<file path="src/rtl/core_pkg.sv">
// Shared types and constants for the data-memory bridge between the
// memory stage and the Avalon-MM data bus.
package core_pkg;

  typedef enum logic [1:0] {
    IDLE,
    ISSUE,
    WAIT_DATA,
    DONE
  } dmb_state_t;

  localparam int VEC_LANES = 4;
  localparam int WORD_W    = 32;
  localparam int VEC_W     = VEC_LANES * WORD_W;
  localparam logic [WORD_W-1:0] DMB_ABORT_DATA = 32'hDEADBEEF;

  // Poison every lane the aborted load never received; scalar loads only own lane 0.
  function automatic logic [VEC_W-1:0] abort_fill(input logic [VEC_W-1:0] data,
                                                  input logic [1:0]       first,
                                                  input logic             vector);
    logic [VEC_W-1:0] r;
    r = data;
    for (int i = 0; i < VEC_LANES; i++) begin
      if (i >= int'(first) && (vector || i == 0)) begin
        r[i*WORD_W +: WORD_W] = DMB_ABORT_DATA;
      end
    end
    return r;
  endfunction

endpackage

</file>
<file path="src/rtl/data_mem_bridge_if.sv">
// Memory-stage request/response signals plus the Avalon-MM data bus,
// seen from the bridge (master) and from the core/bus environment (slave).
interface data_mem_bridge_if;
  import core_pkg::*;

  logic                mem_read;
  logic                mem_write;
  logic                mem_vector;
  logic [31:0]         mem_addr;
  logic [VEC_W-1:0]    mem_wdata;
  logic [VEC_W-1:0]    mem_rdata;
  logic                stall_all;

  logic [31:0]         avm_address;
  logic                avm_read;
  logic                avm_write;
  logic [WORD_W-1:0]   avm_writedata;
  logic [3:0]          avm_byteenable;
  logic [WORD_W-1:0]   avm_readdata;
  logic                avm_waitrequest;
  logic                avm_readdatavalid;

  logic                bus_err;
  logic                proto_err;

  modport master (
    input  mem_read, mem_write, mem_vector, mem_addr, mem_wdata,
    input  avm_readdata, avm_waitrequest, avm_readdatavalid,
    output mem_rdata, stall_all,
    output avm_address, avm_read, avm_write, avm_writedata, avm_byteenable,
    output bus_err, proto_err
  );

  modport slave (
    output mem_read, mem_write, mem_vector, mem_addr, mem_wdata,
    output avm_readdata, avm_waitrequest, avm_readdatavalid,
    input  mem_rdata, stall_all,
    input  avm_address, avm_read, avm_write, avm_writedata, avm_byteenable,
    input  bus_err, proto_err
  );

endinterface

</file>
<file path="src/rtl/data_mem_bridge.sv">
// Splits 32/128-bit memory-stage loads and stores into 32-bit Avalon-MM beats,
// stalling the pipeline until the access completes or times out.
module data_mem_bridge
  import core_pkg::*;
#(
  parameter int unsigned TIMEOUT_CYCLES = 1024
) (
  input  logic                 clk,
  input  logic                 reset,
  data_mem_bridge_if.master    bus
);

  dmb_state_t  state;
  logic [1:0]  beat;
  logic [1:0]  next_beat;
  logic [31:0] tmo_cnt;
  logic        is_write;
  logic        is_vector;
  logic        req;
  logic        last_beat;
  logic        tmo_hit;

  assign req       = bus.mem_read | bus.mem_write;
  assign next_beat = beat + 2'd1;
  assign last_beat = ~is_vector | (beat == 2'(VEC_LANES - 1));
  assign tmo_hit   = (TIMEOUT_CYCLES != 0) && (tmo_cnt == 32'(TIMEOUT_CYCLES - 1));

  // Combinational so the core freezes in the very cycle the request shows up.
  assign bus.stall_all      = req & (state != DONE);
  assign bus.avm_byteenable = 4'b1111;

  always_ff @(posedge clk or negedge reset) begin
    if (!reset) begin
      state             <= IDLE;
      beat              <= '0;
      tmo_cnt           <= '0;
      is_write          <= 1'b0;
      is_vector         <= 1'b0;
      bus.avm_address   <= '0;
      bus.avm_read      <= 1'b0;
      bus.avm_write     <= 1'b0;
      bus.avm_writedata <= '0;
      bus.mem_rdata     <= '0;
      bus.bus_err       <= 1'b0;
      bus.proto_err     <= 1'b0;
    end else begin
      case (state)
        IDLE: begin
          if (req) begin
            beat              <= '0;
            tmo_cnt           <= '0;
            bus.mem_rdata     <= '0;
            is_write          <= bus.mem_write;
            is_vector         <= bus.mem_vector;
            bus.avm_address   <= bus.mem_addr & ~32'h3;
            bus.avm_writedata <= bus.mem_wdata[WORD_W-1:0];
            bus.avm_write     <= bus.mem_write;
            bus.avm_read      <= ~bus.mem_write;
            if (bus.mem_read && bus.mem_write) begin
              bus.proto_err <= 1'b1;
            end
            state <= ISSUE;
          end
        end

        ISSUE: begin
          if (!bus.avm_waitrequest) begin
            tmo_cnt <= '0;
            if (is_write) begin
              beat <= next_beat;
              if (last_beat) begin
                bus.avm_write <= 1'b0;
                state         <= DONE;
              end else begin
                bus.avm_address   <= bus.avm_address + 32'd4;
                bus.avm_writedata <= bus.mem_wdata[{next_beat, 5'b00000} +: WORD_W];
              end
            end else begin
              bus.avm_read <= 1'b0;
              state        <= WAIT_DATA;
            end
          end else if (tmo_hit) begin
            bus.avm_read  <= 1'b0;
            bus.avm_write <= 1'b0;
            bus.bus_err   <= 1'b1;
            if (!is_write) begin
              bus.mem_rdata <= abort_fill(bus.mem_rdata, beat, is_vector);
            end
            state <= DONE;
          end else if (TIMEOUT_CYCLES != 0) begin
            tmo_cnt <= tmo_cnt + 32'd1;
          end
        end

        WAIT_DATA: begin
          if (bus.avm_readdatavalid) begin
            tmo_cnt                                  <= '0;
            bus.mem_rdata[{beat, 5'b00000} +: WORD_W] <= bus.avm_readdata;
            beat                                     <= next_beat;
            if (last_beat) begin
              state <= DONE;
            end else begin
              bus.avm_address <= bus.avm_address + 32'd4;
              bus.avm_read    <= 1'b1;
              state           <= ISSUE;
            end
          end else if (tmo_hit) begin
            bus.bus_err   <= 1'b1;
            bus.mem_rdata <= abort_fill(bus.mem_rdata, beat, is_vector);
            state         <= DONE;
          end else if (TIMEOUT_CYCLES != 0) begin
            tmo_cnt <= tmo_cnt + 32'd1;
          end
        end

        DONE: begin
          state <= IDLE;
        end

        default: begin
          state <= IDLE;
        end
      endcase
    end
  end

endmodule

</file>
<file path="src/flat_wrapper.sv">
// flat-port wrapper written by rule: the top's interface ports become plain ports
module data_mem_bridge_flat import core_pkg::*;
#(
  parameter int unsigned TIMEOUT_CYCLES = 1024
)
  (clk, reset, bus_mem_read, bus_mem_write, bus_mem_vector, bus_mem_addr, bus_mem_wdata, bus_avm_readdata, bus_avm_waitrequest, bus_avm_readdatavalid, bus_mem_rdata, bus_stall_all, bus_avm_address, bus_avm_read, bus_avm_write, bus_avm_writedata, bus_avm_byteenable, bus_bus_err, bus_proto_err);
  data_mem_bridge_if bus_i ();
  input  logic clk;
  input  logic reset;
  input wire logic [$bits(bus_i.mem_read)-1:0] bus_mem_read;
  input wire logic [$bits(bus_i.mem_write)-1:0] bus_mem_write;
  input wire logic [$bits(bus_i.mem_vector)-1:0] bus_mem_vector;
  input wire logic [$bits(bus_i.mem_addr)-1:0] bus_mem_addr;
  input wire logic [$bits(bus_i.mem_wdata)-1:0] bus_mem_wdata;
  input wire logic [$bits(bus_i.avm_readdata)-1:0] bus_avm_readdata;
  input wire logic [$bits(bus_i.avm_waitrequest)-1:0] bus_avm_waitrequest;
  input wire logic [$bits(bus_i.avm_readdatavalid)-1:0] bus_avm_readdatavalid;
  output wire logic [$bits(bus_i.mem_rdata)-1:0] bus_mem_rdata;
  output wire logic [$bits(bus_i.stall_all)-1:0] bus_stall_all;
  output wire logic [$bits(bus_i.avm_address)-1:0] bus_avm_address;
  output wire logic [$bits(bus_i.avm_read)-1:0] bus_avm_read;
  output wire logic [$bits(bus_i.avm_write)-1:0] bus_avm_write;
  output wire logic [$bits(bus_i.avm_writedata)-1:0] bus_avm_writedata;
  output wire logic [$bits(bus_i.avm_byteenable)-1:0] bus_avm_byteenable;
  output wire logic [$bits(bus_i.bus_err)-1:0] bus_bus_err;
  output wire logic [$bits(bus_i.proto_err)-1:0] bus_proto_err;
  assign bus_i.mem_read = bus_mem_read;
  assign bus_i.mem_write = bus_mem_write;
  assign bus_i.mem_vector = bus_mem_vector;
  assign bus_i.mem_addr = bus_mem_addr;
  assign bus_i.mem_wdata = bus_mem_wdata;
  assign bus_i.avm_readdata = bus_avm_readdata;
  assign bus_i.avm_waitrequest = bus_avm_waitrequest;
  assign bus_i.avm_readdatavalid = bus_avm_readdatavalid;
  assign bus_mem_rdata = bus_i.mem_rdata;
  assign bus_stall_all = bus_i.stall_all;
  assign bus_avm_address = bus_i.avm_address;
  assign bus_avm_read = bus_i.avm_read;
  assign bus_avm_write = bus_i.avm_write;
  assign bus_avm_writedata = bus_i.avm_writedata;
  assign bus_avm_byteenable = bus_i.avm_byteenable;
  assign bus_bus_err = bus_i.bus_err;
  assign bus_proto_err = bus_i.proto_err;
  data_mem_bridge #(.TIMEOUT_CYCLES(TIMEOUT_CYCLES)) u_core (.clk(clk), .reset(reset), .bus(bus_i));
endmodule
</file>
<file path="config.mk">
export PLATFORM = sky130hd
export DESIGN_NAME = data_mem_bridge_flat
export DESIGN_NICKNAME = d
export VERILOG_FILES = /design/src/rtl/core_pkg.sv /design/src/rtl/data_mem_bridge_if.sv /design/src/rtl/data_mem_bridge.sv /design/src/flat_wrapper.sv
export SDC_FILE = /design/constraint.sdc
export NUM_CORES = 1
export LEC_CHECK = 0
export BUFFER_PORTS_ARGS = -buffer_cell sky130_fd_sc_hd__buf_2
export CORE_MARGIN = 5
export CORE_UTILIZATION = 46
export CTS_CLUSTER_DIAMETER = 40
export DETAILED_ROUTE_END_ITERATION = 8
export GPL_TIMING_DRIVEN = 0
export HOLD_SLACK_MARGIN = 0.15
export MAX_ROUTING_LAYER = met4
export PLACE_DENSITY = 0.77
export SETUP_SLACK_MARGIN = 0.5
export SLEW_MARGIN = 20
export SYNTH_ARGS = -nofsm -noshare
export SYNTH_HDL_FRONTEND = slang
export SYNTH_SLANG_ARGS = --single-unit
</file>
<file path="constraint.sdc">
create_clock -name clk -period 2.9 [get_ports clk]
set_input_delay 0.145 -clock clk [delete_from_list [all_inputs] [get_ports clk]]
set_output_delay 0.145 -clock clk [all_outputs]
set_load 0.05 [all_outputs]
</file>
==> results of run 1 <==
worst register-to-register path, delay by kind of cell, from the launching register on:
family	cells	cell delay, ps
AND/OR/NAND/NOR	2	400
AO/OA/AOI/OAI	2	360
flip-flops	1	380
buffers and inverters	5	970
adder cells (fa/ha/maj)	1	200
flip-flops by register name, summed over array words and instances, names as in the netlist:
register / flops
u_core.beat: 2
u_core.bus.avm_address: 30
u_core.bus.avm_read: 1
u_core.bus.avm_write: 1
u_core.bus.avm_writedata: 32
u_core.bus.bus_err: 1
u_core.bus.mem_rdata: 128
u_core.bus.proto_err: 1
u_core.is_vector: 1
u_core.is_write: 1
u_core.state: 2
u_core.tmo_cnt: 32
area by class of cell:
cell class,count,area share [%]
clock buffer,43,5.399
multi-input combinational,871,33.20
inverter,15,0.3428
timing repair buffer,560,20.66
buffer,101,3.957
sequential,232,33.15
tap,330,2.357
antenna,4,0.05713
clock inverter,17,0.8856
cell usage after synthesis (all sizes together) (4+ instances only):
| master | n |
|---|---|
| inv | 14 |
| and3 | 16 |
| a221o | 42 |
| or3 | 11 |
| and2 | 8 |
| and4 | 9 |
| a31oi | 7 |
| nand3 | 79 |
| dfrtp | 232 |
| o21ai | 89 |
| o31ai | 7 |
| nor3 | 41 |
| nand2 | 85 |
| or4 | 5 |
| clkbuf | 61 |
| o2bb2ai | 33 |
| nor4 | 18 |
| o22ai | 59 |
| nor2b | 4 |
| a32o | 8 |
| o211ai | 6 |
| buf | 40 |
| a211oi | 4 |
| a22o | 26 |
| nand4 | 23 |
| a31o | 5 |
| mux2i | 19 |
| a21o | 7 |
| ha | 14 |
| nand2b | 16 |
| nor2 | 68 |
| a21oi | 109 |
| a311oi | 5 |
power breakdown:
part	leakage, nW	internal [mW]	switching, mW	total [mW]
clock network	0.545	2.44	1.59	4.02
registers	3.07	4.00	0.746	4.75
logic	4.93	3.22	7.31	10.5
timing repair:
action / 4_1_cts / 5_1_grt
hold buffers: 130 / 0
buffers inserted: 17 / 18
endpoints found under the hold margin: 333 / 0
pin swaps: 7 / 15
gates resized for setup: 87 / 113
cloned: 0 / 2
endpoints found under the setup margin: 219 / 198
worst min path at each step:
stage | slack (ps) | endpoint | start
5_1_grt | 180 | u_core.bus.avm_writedata[17] | bus_mem_wdata[81]
2_1_floorplan | -150 | u_core.beat[0] | reset
4_1_cts | 150 | u_core.bus.avm_writedata[21] | bus_mem_wdata[117]
3_5_place_dp | 130 | u_core.bus.avm_address[15] | reset
3_3_place_gp | 390 | u_core.bus.avm_address[31] | bus_mem_addr[31]
6_report | 150 | u_core.bus.avm_writedata[21] | bus_mem_wdata[117]
per-layer routing:
layer | track usage, % | part of all wire [%]
met4 | 13.30 | 4.8
met3 | 5.110 | 11
met1 | 40.60 | 37
met5 | - | 0
met2 | 52.46 | 48
cells by family (layout without fill, tap and decap cells):
kind of cell / count (synthesis) / count (layout) / synth area share [%]
other: 2 / 10 / 0.06385
and+or+nand+nor: 392 / 392 / 17.33
AOI/OAI and AO/OA: 434 / 434 / 24.95
xor gates and xnor gates: 3 / 3 / 0.2234
muxes: 22 / 22 / 1.904
buffers and inverters: 116 / 736 / 4.681
adders and majority gates: 14 / 14 / 1.489
DFF: 232 / 232 / 49.36
stage by stage:
step | area, µm² | utilization, % | hold slack, ps
after floorplan | 11810 | - | -150.6
after global placement | 14180 | 56.32 | 387.9
after detailed placement | 14250 | 56.57 | 131.4
after CTS | 17080 | 67.82 | 150.5
after global routing | 17520 | 69.56 | 178.9
final | 17520 | 69.57 | 152.9
==> results.py, run 1 <==
metrics = {
    "cts": {
        "root_buffer": "clkbuf_16",
        "cts_tree": "yes",
        "numClockSinks": 232,
        "clk_path_buf_depth": 3,
        "path_clk_slew_ps": 60,
        "htree_num_levels": 2,
        "cts_buffers": 34,
        "insertion_delay_ps": 510,
    },
    "drt": {
        "drt_pass1_iterations": 6,
        "ant_nets": 0,
        "drc": 0,
        "vias": 13605,
        "drtIter0Drc": 1686,
        "drt_wl_total_mm": 48.73,
        "vias_per_cell": 6.261,
        "wl_per_cell_um": 22.42,
    },
    "finish": {
        "multi_input_area_um2": 5816,
        "fillers": 1864,
        "final_cell_mix": "buf_2 (402), dfrtp_1 (231), dlygate4sd3_1 (130), a21oi_1 (107), o21ai_0 (81)",
        "layout_commonest_cell": "buf_2",
        "syn2layout_area_growth_pct": 48.96,
        "fin_cells": 2173,
        "layout-drive-gt1-share_pct": 35.45,
        "nets": 2028,
        "register_area_um2": 5807,
    },
    "global_routing": {
        "track_usage_pct": 32.31,
        "antenna_found_initial": 3,
        "grt_overflow_total": 0,
        "grt_pass1_vias": 13107,
        "grt_max_degree": 96,
        "grt_first_pass_wirelength_mm": 73.02,
    },
    "setup_path": {
        "worst-path-buf-inv": 5,
        "worstPathCellList": "inv_2, ha_1, clkbuf_4, nand2b_4, o2111a_1, clkbuf_4, buf_4, buf_2, o22ai_2, nor2_1",
        "start_kind": "flop",
        "critPathTopFamily": "buffers and inverters",
        "critPathKind": "reg -> reg",
        "rr_startpoint": "u_core.state[0]",
        "cp_slowest_stage_delay_ps": 380,
        "path_common_cell": "clkbuf_4",
        "reg2reg_depth": 10,
        "slowest_stage": "dfrtp_1",
        "cp.arrival_ps": 2790,
        "r2r-end": "u_core.bus.avm_address[27]",
        "critPathMaxFanout": 10,
        "cp.depth": 10,
        "critPathLaunch": "u_core.state[0]",
        "endpoint_kind": "flop",
        "r2r_setup_slack_ps": 500,
        "worst_setup_path_endpoint": "u_core.bus.avm_address[27]",
        "worst_ep_required_time_ps": 3290,
    },
    "sta": {
        "relSlewSlack_pct": 54.80,
        "tns_ps": 0,
        "worstMarginPinSlew_ps": 674.3,
        "setup_ws_ps": 498.2,
        "fin_crit_sh_pct": 82.82,
        "fmax_mhz": 416.4,
        "fin_skew_ps": 26.70,
        "maxSlewViolCount": 0,
        "setup_viol": 0,
        "period_needed_ps": 2402,
        "hold_viol": 0,
        "rsz0062_at_grt": "yes",
    },
    "floorplanning": {
        "start_util_pct": 46.71,
        "io_pins": 400,
        "dieArea_um2": 28870,
        "num_rows": 58,
        "die_h_um": 169.9,
        "chipWidth_um": 169.9,
        "core_um2": 25180,
    },
    "power_and_ir_drop": {
        "power_density_nw_per_um2": 1102,
        "ir_worst_vdd_uv": 922.1,
        "p_total_mw": 19.30,
        "p_leak_nw": 8.549,
    },
    "synthesis": {
        "synth_warnings": 0,
        "syn_avg_cell_area_um2": 9.680,
        "synth_edf_count": 0,
        "syn-cell-area_um2": 11760,
        "yosys_most_used_dff": "dfrtp_1",
        "synth_top_area_share_pct": 49.36,
        "synth-seq-cells": 232,
        "synthTopCellsByArea": "dfrtp_1 (49%), a21oi_1 (4.6%), o21ai_0 (3.7%)",
        "syn_inst": 1215,
        "yosysSeqAreaShare_pct": 49.36,
        "yosys.cell_types.count": 74,
        "synthArstFlopShare_pct": 100.0,
        "yosysTopAreaCell": "dfrtp_1",
    },
    "outcome": {
        "status": "completed",
    },
    "place": {
        "portBuffers": 391,
        "placed_cells": 1942,
        "pre_cts_ws_ps": -380.4,
        "place_congestion": 0.9804,
        "dp_hpwl_mm": 32.49,
    },
    "run": {
        "maxCapViolCount": 0,
    },
    "hold_path": {
        "min_path_type": "in -> reg",
        "min_path_cells": 5,
    },
}
Note: power is estimated with default switching activity, not from simulation.
==> run 2, diff against run 1 <==
CORE_UTILIZATION = 51   (was 46)
PLACE_DENSITY = 0.81   (was 0.77)
clock period = 2.39 ns   (was 2.9 ns; I/O delays follow)
==> results.py, run 2 <==
metrics = {
    "outcome": {
        "status": "stopped before the end",
        "lastStage": "5_1_grt",
        "tool.error": "[ERROR GRT-0232] Routing congestion too high. Check the congestion heatmap in the GUI.",
    },
    "synthesis": {
        "yosys.cell_types.count": 74,
        "yosysSeqAreaShare_pct": 49.36,
        "synth_commonest_cells": "dfrtp_1 (232), a21oi_1 (108), o21ai_0 (86)",
        "synth_warnings": 0,
        "synth_top_area_share_pct": 49.36,
        "yosysMostFrequentCell": "dfrtp_1",
        "synthArstFlopShare_pct": 100.0,
        "synthTopCellsByArea": "dfrtp_1 (49%), a21oi_1 (4.6%), o21ai_0 (3.7%)",
        "syn_inst": 1215,
        "yosys_most_used_dff": "dfrtp_1",
        "synth-seq-cells": 232,
        "syn-cell-area_um2": 11760,
        "yosysTopAreaCell": "dfrtp_1",
        "syn_avg_cell_area_um2": 9.680,
        "synth_edf_count": 0,
    },
    "place": {
        "portBuffers": 391,
        "placed_cells": 1897,
        "pre_cts_ws_ps": -507.0,
        "place_congestion": 0.9882,
        "dp_hpwl_mm": 33.27,
        "placed_cell_area_um2": 14760,
    },
    "sta": {
        "grt-worst-endpoint": "u_core.bus.avm_address[22]$_DFFE_PN0P_/D",
        "worst-ep-kind": "register input",
    },
    "global_routing": {
        "track_usage_pct": 79.10,
        "grt_max_degree": 91,
        "grt_overflow_total": 17,
    },
    "floorplanning": {
        "start_util_pct": 51.79,
        "die_h_um": 161.9,
        "num_rows": 55,
        "io_pins": 400,
        "chipWidth_um": 161.9,
    },
    "cts": {
        "numClockSinks": 232,
        "root_buffer": "clkbuf_16",
        "cts_buffers": 35,
        "clk_path_buf_depth": 3,
        "htree_num_levels": 2,
    },
}
-- run 2: cell counts after synthesis --
Identical to the previous run, type by type.
-- run 2: logic make-up after synthesis --
logic type / count (synthesis) / share of synthesized area (%)
mux: 22 / 1.904
compound gates: 434 / 24.95
xor+xnor: 3 / 0.2234
fa+ha+maj: 14 / 1.489
buf+inv: 116 / 4.681
flops: 232 / 49.36
simple gates: 392 / 17.33
other cells: 2 / 0.06385
-- run 2: metal layers --
layer / GRT overflow / track usage (%)
met5: - / -
met4: 10 / 81.89
met3: 0 / 62.78
met2: 7 / 92.98
met1: 0 / 76.46
-- run 2: stage by stage --
stage	utilization, %	hold slack (ps)	TNS (ps)
after detailed placement	64.98	161.4	-41830
after CTS	90.29	150.2	0
after floorplan	-	-176.1	0
after global placement	64.69	354.6	-700440
-- run 2: repair_timing --
item                                    in CTS
endpoints found under the setup margin     229
hold buffers                               172
endpoints found under the hold margin      339
pin swaps                                  158
resized for setup                          428
setup buffers                               99
cloned                                      27
==> run 3, diff against run 2 <==
CORE_UTILIZATION = 40   (was 51)
CTS_CLUSTER_DIAMETER = unset   (was 40)
HOLD_SLACK_MARGIN = unset   (was 0.15)
MAX_ROUTING_LAYER = unset   (was met4)
PLACE_DENSITY = unset   (was 0.81)
PLACE_DENSITY_LB_ADDON = 0.15   (was unset)
SETUP_SLACK_MARGIN = unset   (was 0.5)
==> results.py, run 3 (synthesis gave the netlist of run 1 again) <==
metrics = {
    "finish": {
        "largest_reg_flops": 128,
        "final_cell_mix": "buf_2 (397), dfrtp_1 (230), a21oi_1 (105), dlygate4sd3_1 (98), o21ai_0 (82)",
        "fillers": 2548,
        "fin_cells": 2166,
        "syn2layout_area_growth_pct": 44.23,
        "nets": 1974,
        "layout-drive-gt1-share_pct": 35.02,
        "top_register": "u_core.bus.mem_rdata",
        "layout_commonest_cell": "buf_2",
        "reg_top3": "u_core.bus.mem_rdata: 128 flops, u_core.bus.avm_writedata: 32 flops, u_core.tmo_cnt: 32 flops",
    },
    "cts": {
        "htree_num_levels": 1,
        "clk_path_buf_depth": 3,
        "cts_tree": "yes",
        "insertion_delay_ps": 540,
        "numClockSinks": 232,
        "cts_buffers": 25,
        "path_clk_slew_ps": 60,
        "root_buffer": "clkbuf_16",
    },
    "power_and_ir_drop": {
        "power_density_nw_per_um2": 1303,
        "p_total_mw": 22.11,
        "p_leak_nw": 8.217,
        "ir_worst_vdd_uv": 927.5,
    },
    "drt": {
        "ant_nets": 0,
        "drt_pass1_iterations": 5,
        "vias": 12410,
        "drtIter0Drc": 1092,
        "drt_wl_total_mm": 45.88,
        "drc": 0,
        "vias_per_cell": 5.729,
        "wl_per_cell_um": 21.18,
    },
    "sta": {
        "setup_viol": 0,
        "rsz0062_at_grt": "yes",
        "worstMarginPinSlew_ps": 646.4,
        "fin_skew_ps": 16.19,
        "fmax_mhz": 427.5,
        "hold_viol": 0,
        "relSlewSlack_pct": 56.90,
        "period_needed_ps": 2339,
        "maxSlewViolCount": 0,
        "fin_hold_ws_ps": 28.35,
        "fin_crit_sh_pct": 97.86,
    },
    "global_routing": {
        "grt_max_degree": 91,
        "track_usage_pct": 26.41,
        "grt_overflow_total": 0,
        "grt_pass1_vias": 12185,
        "antenna_found_initial": 6,
        "grt_first_pass_wirelength_mm": 70.92,
    },
    "setup_path": {
        "critPathMaxFanout": 10,
        "endpoint_kind": "flop",
        "start_kind": "flop",
        "worst_ep_required_time_ps": 2810,
        "critPathKind": "reg -> reg",
        "cp.arrival_ps": 2760,
    },
    "floorplanning": {
        "start_util_pct": 40.76,
        "core_um2": 28860,
        "die_h_um": 181.5,
        "dieArea_um2": 32930,
        "num_rows": 62,
        "chipWidth_um": 181.5,
        "io_pins": 400,
    },
    "place": {
        "dp_hpwl_mm": 33.58,
        "placed_cells": 1996,
        "place_congestion": 0.9256,
        "portBuffers": 391,
    },
    "hold_path": {
        "min_path_type": "in -> reg",
    },
    "outcome": {
        "status": "completed",
    },
    "run": {
        "maxCapViolCount": 0,
    },
}
-- run 3: timing repair --
action                                  4_1_cts  5_1_grt
hold endpoints to repair                    268        0
resized for setup                            99      110
endpoints found under the setup margin      222      192
pin swaps                                    11       10
setup buffers                                20        8
hold buffers                                 98        0
-- run 3: final cells by class --
cell class | instances | area [µm²] | share of cell area [%]
Clock inverter | 7 | 127.6 | 0.7523
Clock buffer | 35 | 693.2 | 4.086
Multi-Input combinational cell | 871 | 5859 | 34.54
Inverter | 15 | 63.81 | 0.3762
Antenna cell | 6 | 15.01 | 0.08851
Timing Repair Buffer | 519 | 3217 | 18.96
Buffer | 97 | 699.4 | 4.123
Sequential cell | 232 | 5808 | 34.24
Tap cell | 384 | 480.5 | 2.832
-- run 3: critical path, stage by stage, from the launching register on --
cell and delay, ps:
dfrtp_1 410, inv_2 70, ha_4 160, or3b_1 160, buf_6 120, nand2_4 80
a21o_4 230, or3_4 390, buf_6 150, buf_6 140, a221o_1 300
-- run 3: metal layers --
metal  routed length (µm)  global-route usage [%]  vias to the layer above  share of wire [%]
met3                 3382                   5.222                      104                7.4
met5                   13                       0                        -              0.028
met2                21650                   43.01                      570                 47
met1                18910                   35.12                     6007                 41
met4                 1916                   9.727                        2                4.2
li1                     -                       -                     5727                  -
-- run 3: where the power goes --
| part | total (mW) | switching (mW) | internal (mW) |
|---|---|---|---|
| Sequential | 5.68 | 0.826 | 4.85 |
| Combinational | 12.4 | 8.60 | 3.84 |
| Clock | 3.99 | 1.64 | 2.35 |
-- run 3: through the flow --
step           setup slack [ps]  util (%)  setup TNS [ps]  cell area, µm²
2_1_floorplan            -21.44         -          -405.7           11820
3_3_place_gp              -3053     49.39         -818340           14250
3_5_place_dp             -889.8     49.62         -120430           14320
4_1_cts                  -5.485     57.58          -10.48           16620
5_1_grt                  -27.73     58.78          -52.56           16960
6_report                  51.09     58.78               0           16960
-- run 3: final timing paths --
path	from	endpoint	slack [ps]	cells after the start
hold reg to reg	u_core.bus.avm_writedata[2]	u_core.bus.avm_writedata[2]	480	2
min in group asynchronous	reset	u_core.bus.mem_rdata[54]	160	2
max in group asynchronous	reset	u_core.beat[0]	1300	3
hold / removal	bus_mem_wdata[17]	u_core.bus.avm_writedata[17]	30	4
setup reg to reg	u_core.state[1]	u_core.bus.mem_rdata[57]	50	10
setup / recovery	u_core.state[1]	u_core.bus.mem_rdata[57]	50	10
